$ cat src/rtl/ld_cell_a2d_intf.sv
// ld_cell_a2d_intf: SPI master that reads the left load cell, right load cell
// and battery channels of the A2D, one round per nxt pulse. Each channel is a
// command transaction (selects the channel) followed by a read transaction
// that returns the 12-bit conversion result.
`timescale 1ns/1ps
module ld_cell_a2d_intf (
   input  logic        clk,
   input  logic        rst_n,
   input  logic        nxt,
   input  logic        MISO,
   output logic        SS_n,
   output logic        SCLK,
   output logic        MOSI,
   output logic [11:0] lft_ld,
   output logic [11:0] rght_ld,
   output logic [11:0] batt,
   output logic        vld
);

   localparam int         DATA_W   = 16;
   localparam int         RES_W    = 12;
   // Divider preload puts the first SCLK fall 9 clks into the transaction.
   localparam logic [4:0] DIV_LOAD = 5'b10111;
   localparam logic [4:0] DIV_SMP  = 5'b01111;
   localparam logic [4:0] DIV_FALL = 5'b11111;
   localparam logic [4:0] GAP_LAST = 5'd31;
   localparam logic [4:0] SMP_LAST = 5'd16;
   localparam logic [1:0] CH_BATT  = 2'd2;

   typedef enum logic [2:0] {S_IDLE, S_CMD, S_GAP1, S_READ, S_GAP2} state_t;

   state_t              r_state;
   state_t              w_state_nxt;
   logic [1:0]          r_chan;
   logic [1:0]          w_chan_nxt;
   logic [4:0]          r_div;
   logic [4:0]          r_gap;
   logic [4:0]          r_smp;
   logic [DATA_W-1:0]   r_tx;
   logic [DATA_W-1:0]   r_rx;
   logic [DATA_W-1:0]   w_tx_load;
   logic                r_ss_n;
   logic                r_vld;
   logic [RES_W-1:0]    r_lft;
   logic [RES_W-1:0]    r_rght;
   logic [RES_W-1:0]    r_batt;
   logic                w_start;
   logic                w_in_xfer;
   logic                w_done;
   logic                w_gap_done;

   // Round index (0 left, 1 right, 2 battery) to A2D channel number.
   function automatic logic [2:0] chan_code(input logic [1:0] idx);
      case (idx)
         2'd0:    chan_code = 3'd0;
         2'd1:    chan_code = 3'd4;
         default: chan_code = 3'd5;
      endcase
   endfunction

   assign w_in_xfer  = (r_state == S_CMD) || (r_state == S_READ);
   assign w_done     = w_in_xfer && (r_div == DIV_FALL) && (r_smp == SMP_LAST);
   assign w_gap_done = (r_gap == GAP_LAST);
   assign w_tx_load  = (w_state_nxt == S_CMD) ?
                       {2'b00, chan_code(w_chan_nxt), 11'h000} : {DATA_W{1'b0}};

   // State register.
   always_ff @(posedge clk) begin
      if (!rst_n) r_state <= S_IDLE;
      else        r_state <= w_state_nxt;
   end

   // Next-state logic; w_start marks the clk SS_n is driven low.
   always_comb begin
      w_state_nxt = r_state;
      w_start     = 1'b0;
      w_chan_nxt  = r_chan;
      case (r_state)
         S_IDLE: begin
            if (nxt && !r_vld) begin
               w_state_nxt = S_CMD;
               w_start     = 1'b1;
               w_chan_nxt  = 2'd0;
            end
         end
         S_CMD:  if (w_done) w_state_nxt = S_GAP1;
         S_GAP1: begin
            if (w_gap_done) begin
               w_state_nxt = S_READ;
               w_start     = 1'b1;
            end
         end
         S_READ: if (w_done) w_state_nxt = S_GAP2;
         S_GAP2: begin
            if (r_chan == CH_BATT) begin
               w_state_nxt = S_IDLE;
            end else if (w_gap_done) begin
               w_state_nxt = S_CMD;
               w_start     = 1'b1;
               w_chan_nxt  = r_chan + 2'd1;
            end
         end
         default: w_state_nxt = S_IDLE;
      endcase
   end

   // SPI datapath: divider, shifters, gap timer and result registers.
   always_ff @(posedge clk) begin
      if (!rst_n) begin
         r_ss_n <= 1'b1;
         r_div  <= 5'd0;
         r_gap  <= 5'd0;
         r_smp  <= 5'd0;
         r_tx   <= {DATA_W{1'b0}};
         r_rx   <= {DATA_W{1'b0}};
         r_chan <= 2'd0;
         r_vld  <= 1'b0;
         r_lft  <= {RES_W{1'b0}};
         r_rght <= {RES_W{1'b0}};
         r_batt <= {RES_W{1'b0}};
      end else begin
         r_vld <= 1'b0;
         if (w_start) begin
            r_ss_n <= 1'b0;
            r_div  <= DIV_LOAD;
            r_smp  <= 5'd0;
            r_tx   <= w_tx_load;
            r_rx   <= {DATA_W{1'b0}};
            r_chan <= w_chan_nxt;
         end else if (w_done) begin
            r_ss_n <= 1'b1;
            r_gap  <= 5'd0;
            if (r_state == S_READ) begin
               case (r_chan)
                  2'd0:    r_lft  <= r_rx[RES_W-1:0];
                  2'd1:    r_rght <= r_rx[RES_W-1:0];
                  default: begin
                     r_batt <= r_rx[RES_W-1:0];
                     r_vld  <= 1'b1;
                  end
               endcase
            end
         end else if (w_in_xfer) begin
            r_div <= r_div + 5'd1;
            if (r_div == DIV_SMP) begin
               r_rx  <= {r_rx[DATA_W-2:0], MISO};
               r_smp <= r_smp + 5'd1;
            end
            // The first SCLK fall precedes any sample and must not shift.
            if ((r_div == DIV_FALL) && (r_smp != 5'd0))
               r_tx <= {r_tx[DATA_W-2:0], 1'b0};
         end else if ((r_state == S_GAP1) || (r_state == S_GAP2)) begin
            r_gap <= r_gap + 5'd1;
         end
      end
   end

   assign SS_n    = r_ss_n;
   assign SCLK    = r_ss_n | r_div[4];
   assign MOSI    = r_tx[DATA_W-1];
   assign lft_ld  = r_lft;
   assign rght_ld = r_rght;
   assign batt    = r_batt;
   assign vld     = r_vld;

endmodule
$ cat config.mk
export PLATFORM = sky130hd
export DESIGN_NAME = ld_cell_a2d_intf
export DESIGN_NICKNAME = d
export VERILOG_FILES = /design/src/rtl/ld_cell_a2d_intf.sv
export SDC_FILE = /design/constraint.sdc
export NUM_CORES = 1
export LEC_CHECK = 0
export BUFFER_PORTS_ARGS = -buffer_cell sky130_fd_sc_hd__buf_2
export CORE_UTILIZATION = 60
export CTS_BUF_LIST = sky130_fd_sc_hd__clkbuf_4
export DETAILED_ROUTE_END_ITERATION = 8
export HOLD_SLACK_MARGIN = 0.05
export PLACE_DENSITY = 0.88
export SYNTH_ARGS = -nofsm -noshare
export SYNTH_HDL_FRONTEND = slang
export SYNTH_SLANG_ARGS = --single-unit
$ cat constraint.sdc
create_clock -name clk -period 5.8 [get_ports clk]
set_clock_uncertainty 0.2 [all_clocks]
set_input_delay 0.29 -clock clk [delete_from_list [all_inputs] [get_ports clk]]
set_output_delay 0.29 -clock clk [all_outputs]
set_load 0.02 [all_outputs]
==> results.ini <==
[run_status]
status = completed

[synth]
netlist_area_sq_um = 3270
synth.avg_cell_area_sq_um = 10.1
yosys_warnings = 0
synthesis.nets = 338
seq_area_frac_synth_pct = 45.9
synth_cells = 324
yosys.cell_types.count = 50
ys_ff_latch = 75

[die]
die_x_um = 75.8
io_pins = 44
core_sq_um = 5170
die_area_sq_um = 5750
die_h_um = 75.8
rows = 26
initial_core_util_pct = 63.3

[layout]
final_cell_mix = 75 x dfxtp_1, 43 x buf_2, 41 x mux2i_1
antenna_cells = 0
fill_cells = 392
mostFrequentLayoutCell = dfxtp_1
layout-drive-gt1-share_pct = 21.2
syn_to_final_growth_pct = 10.6
nets = 373

[setup_path]
r2r_slack_ns = 2.88
r2r_cells = 7
cp.required_ns = 5.92
path_max_fanout = 13
path_class = reg -> reg
critPathCaptureType = flop
timing.critical_path.from_type = flop
reg2reg_to = batt[3]
worst_ep_arrival_time_ns = 3.04
r2r-start = r_div[0]

[min_path]
hold_start = nxt
hold-path-cell-count = 4
hp-class = in -> reg
holdPathEnd = r_chan[0]

[grt]
grt_max_degree = 56
grt_pass1_wl_um = 10400
antenna_found_initial = 0
grt_pass1_vias = 2227
grt_overflow = 0
track_usage_pct = 24.9

[routing]
avgViaCountPerCell = 5.44
drc = 0
postRouteAntennaNets = 0
num_vias = 2360
wl_um = 6420
dr.pass1.iters = 4
drt-initial-drc-count = 135
wire_per_inst_um = 14.8

[power_and_ir_drop]
power_leakage_nw = 1.61
powerDensity_nw_per_um2 = 258
vdd_drop_max_mv = 0.159

[clock_tree]
cts_tree = yes
postCtsHoldBufs = 1
htreeDepth = 3
cts.repair.resized = 0
clkLatencyLatePin_ns = 0.42
path_clk_slew_ns = 0.12
cts_root_buf = clkbuf_4
cts_sinks = 75
clock_path_buffers = 2
numCtsBuffers = 9
post_cts_buffers = 0

[run]
drv_cap = 0

[timing]
fmax_mhz = 343
drv_slew = 0
relSlewSlack_pct = 35.8
hold_slack_ns = 0.211
setup-tns-final_ns = 0
worst_slew_pin_slew_ns = 0.960
finalHoldViolCount = 0
fin_crit_sh_pct = 50.3
min_period_ns = 2.92
rsz0062_at_grt = false
setup_violations = 0

[place]
portBuffers = 43
gp_congestion = 0.801
hpwl_um = 4280

## per-stage QoR
step	power [W]	instances	cell area (sq um)	util, %	worst slack (ns)
global route	0.000962	434	3620	70.0	2.73
floorplan	0.000568	324	3270	-	3.51
finish	0.000932	434	3620	70.0	2.88
global placement	0.000572	417	3440	66.6	3.21
CTS	0.000936	434	3620	70.0	2.90
detailed placement	0.000573	417	3440	66.6	3.00
## worst max-delay path: stages, from the launching register on
cell,delay (ns)
dfxtp_1,0.39
ha_1,0.19
and3_1,0.20
ha_1,0.21
and2_1,0.26
nand4_1,0.79
mux2i_1,0.51
nor2b_1,0.08
## state kept, by name (all words and copies together) (netlist names)
name	cells
r_smp	5
lft_ld	12
vld	1
r_rx	12
batt	12
r_div	5
r_tx	5
r_gap	5
rght_ld	12
r_chan	2
SS_n	1
r_state	3
## metal layers
metal	wire length (um)	up-vias	GRT usage, %
li1	-	1173	-
met1	2970	1117	31.8
met2	3060	57	38.8
met3	222	13	4.89
met4	163	0	15.6
met5	0	-	0
## cell type report
type                    instances  area [sq um]  area share (%)
clock inverters                 6          90.1            2.49
multi-input cells             221          1610            44.5
flip-flops and latches         75          1500            41.5
clock buffers                  10          75.1            2.07
repair buffers                 44           225            6.22
inverters                       8          30.0           0.830
well taps                      70          87.6            2.42
## power breakdown
part | internal (W) | switching (W)
Clock | 0.000180 | 0.000189
Sequential | 0.000520 | 0.00000512
Combinational | 0.0000161 | 0.0000214
## kinds of logic after synthesis
| kind of cell | count (synthesis) | share of synthesized area [%] |
|---|---|---|
| and+or+nand+nor | 119 | 19.2 |
| DFF | 75 | 45.9 |
| muxes | 43 | 13.2 |
| AOI/OAI and AO/OA | 40 | 10.5 |
| buffers and inverters | 28 | 4.93 |
| adders and majority gates | 10 | 3.82 |
| xor gates and xnor gates | 9 | 2.41 |
## worst max-delay path by stage
stage,startpoint,to,slack (ns),cells past startpoint
3_5_place_dp,r_div[0],batt[3],3.00,7
3_3_place_gp,r_div[0],batt[3],3.21,7
2_1_floorplan,r_div[0],lft_ld[10],3.51,10
4_1_cts,r_div[0],batt[3],2.90,7
5_1_grt,r_div[0],batt[3],2.73,7
6_report,r_div[0],batt[3],2.88,7
## synthesized netlist by cell type, drive strengths merged
| library cell | count | share of area [%] |
|---|---|---|
| dfxtp | 75 | 46 |
| mux2i | 41 | 13 |
| nand2 | 33 | 3.9 |
| nor2 | 28 | 3.2 |
| nor2b | 25 | 4.8 |
| a21boi | 20 | 4.6 |
| buf | 10 | 2.6 |
| clkbuf | 10 | 1.5 |
| ha | 10 | 3.8 |
| nand3 | 9 | 1.5 |
| inv | 8 | 0.92 |
| xor2 | 6 | 1.6 |
| and3 | 4 | 0.80 |
| nand2b | 4 | 0.76 |
| nand4 | 3 | 0.57 |
| o22ai | 3 | 0.57 |
| xnor2 | 3 | 0.80 |
| a211oi | 2 | 0.46 |
| a311oi | 2 | 0.73 |
| and2 | 2 | 0.46 |
| and4 | 2 | 0.54 |
| mux2 | 2 | 0.69 |
| nor3b | 2 | 0.61 |
| o211ai | 2 | 0.88 |
| o311ai | 2 | 0.54 |
| or2 | 2 | 0.38 |
| or3b | 2 | 0.61 |
| a211o | 1 | 0.54 |
| a21o | 1 | 0.27 |
| a41o | 1 | 0.34 |
| and3b | 1 | 0.31 |
| and4b | 1 | 0.31 |
| nor4b | 1 | 0.46 |
| o2111ai | 1 | 0.27 |
| o21a | 1 | 0.23 |
| o21ai | 1 | 0.15 |
| o311a | 1 | 0.31 |
| o31ai | 1 | 0.38 |
| o32ai | 1 | 0.27 |
No activity file was read; power rests on OpenSTA's default activity.
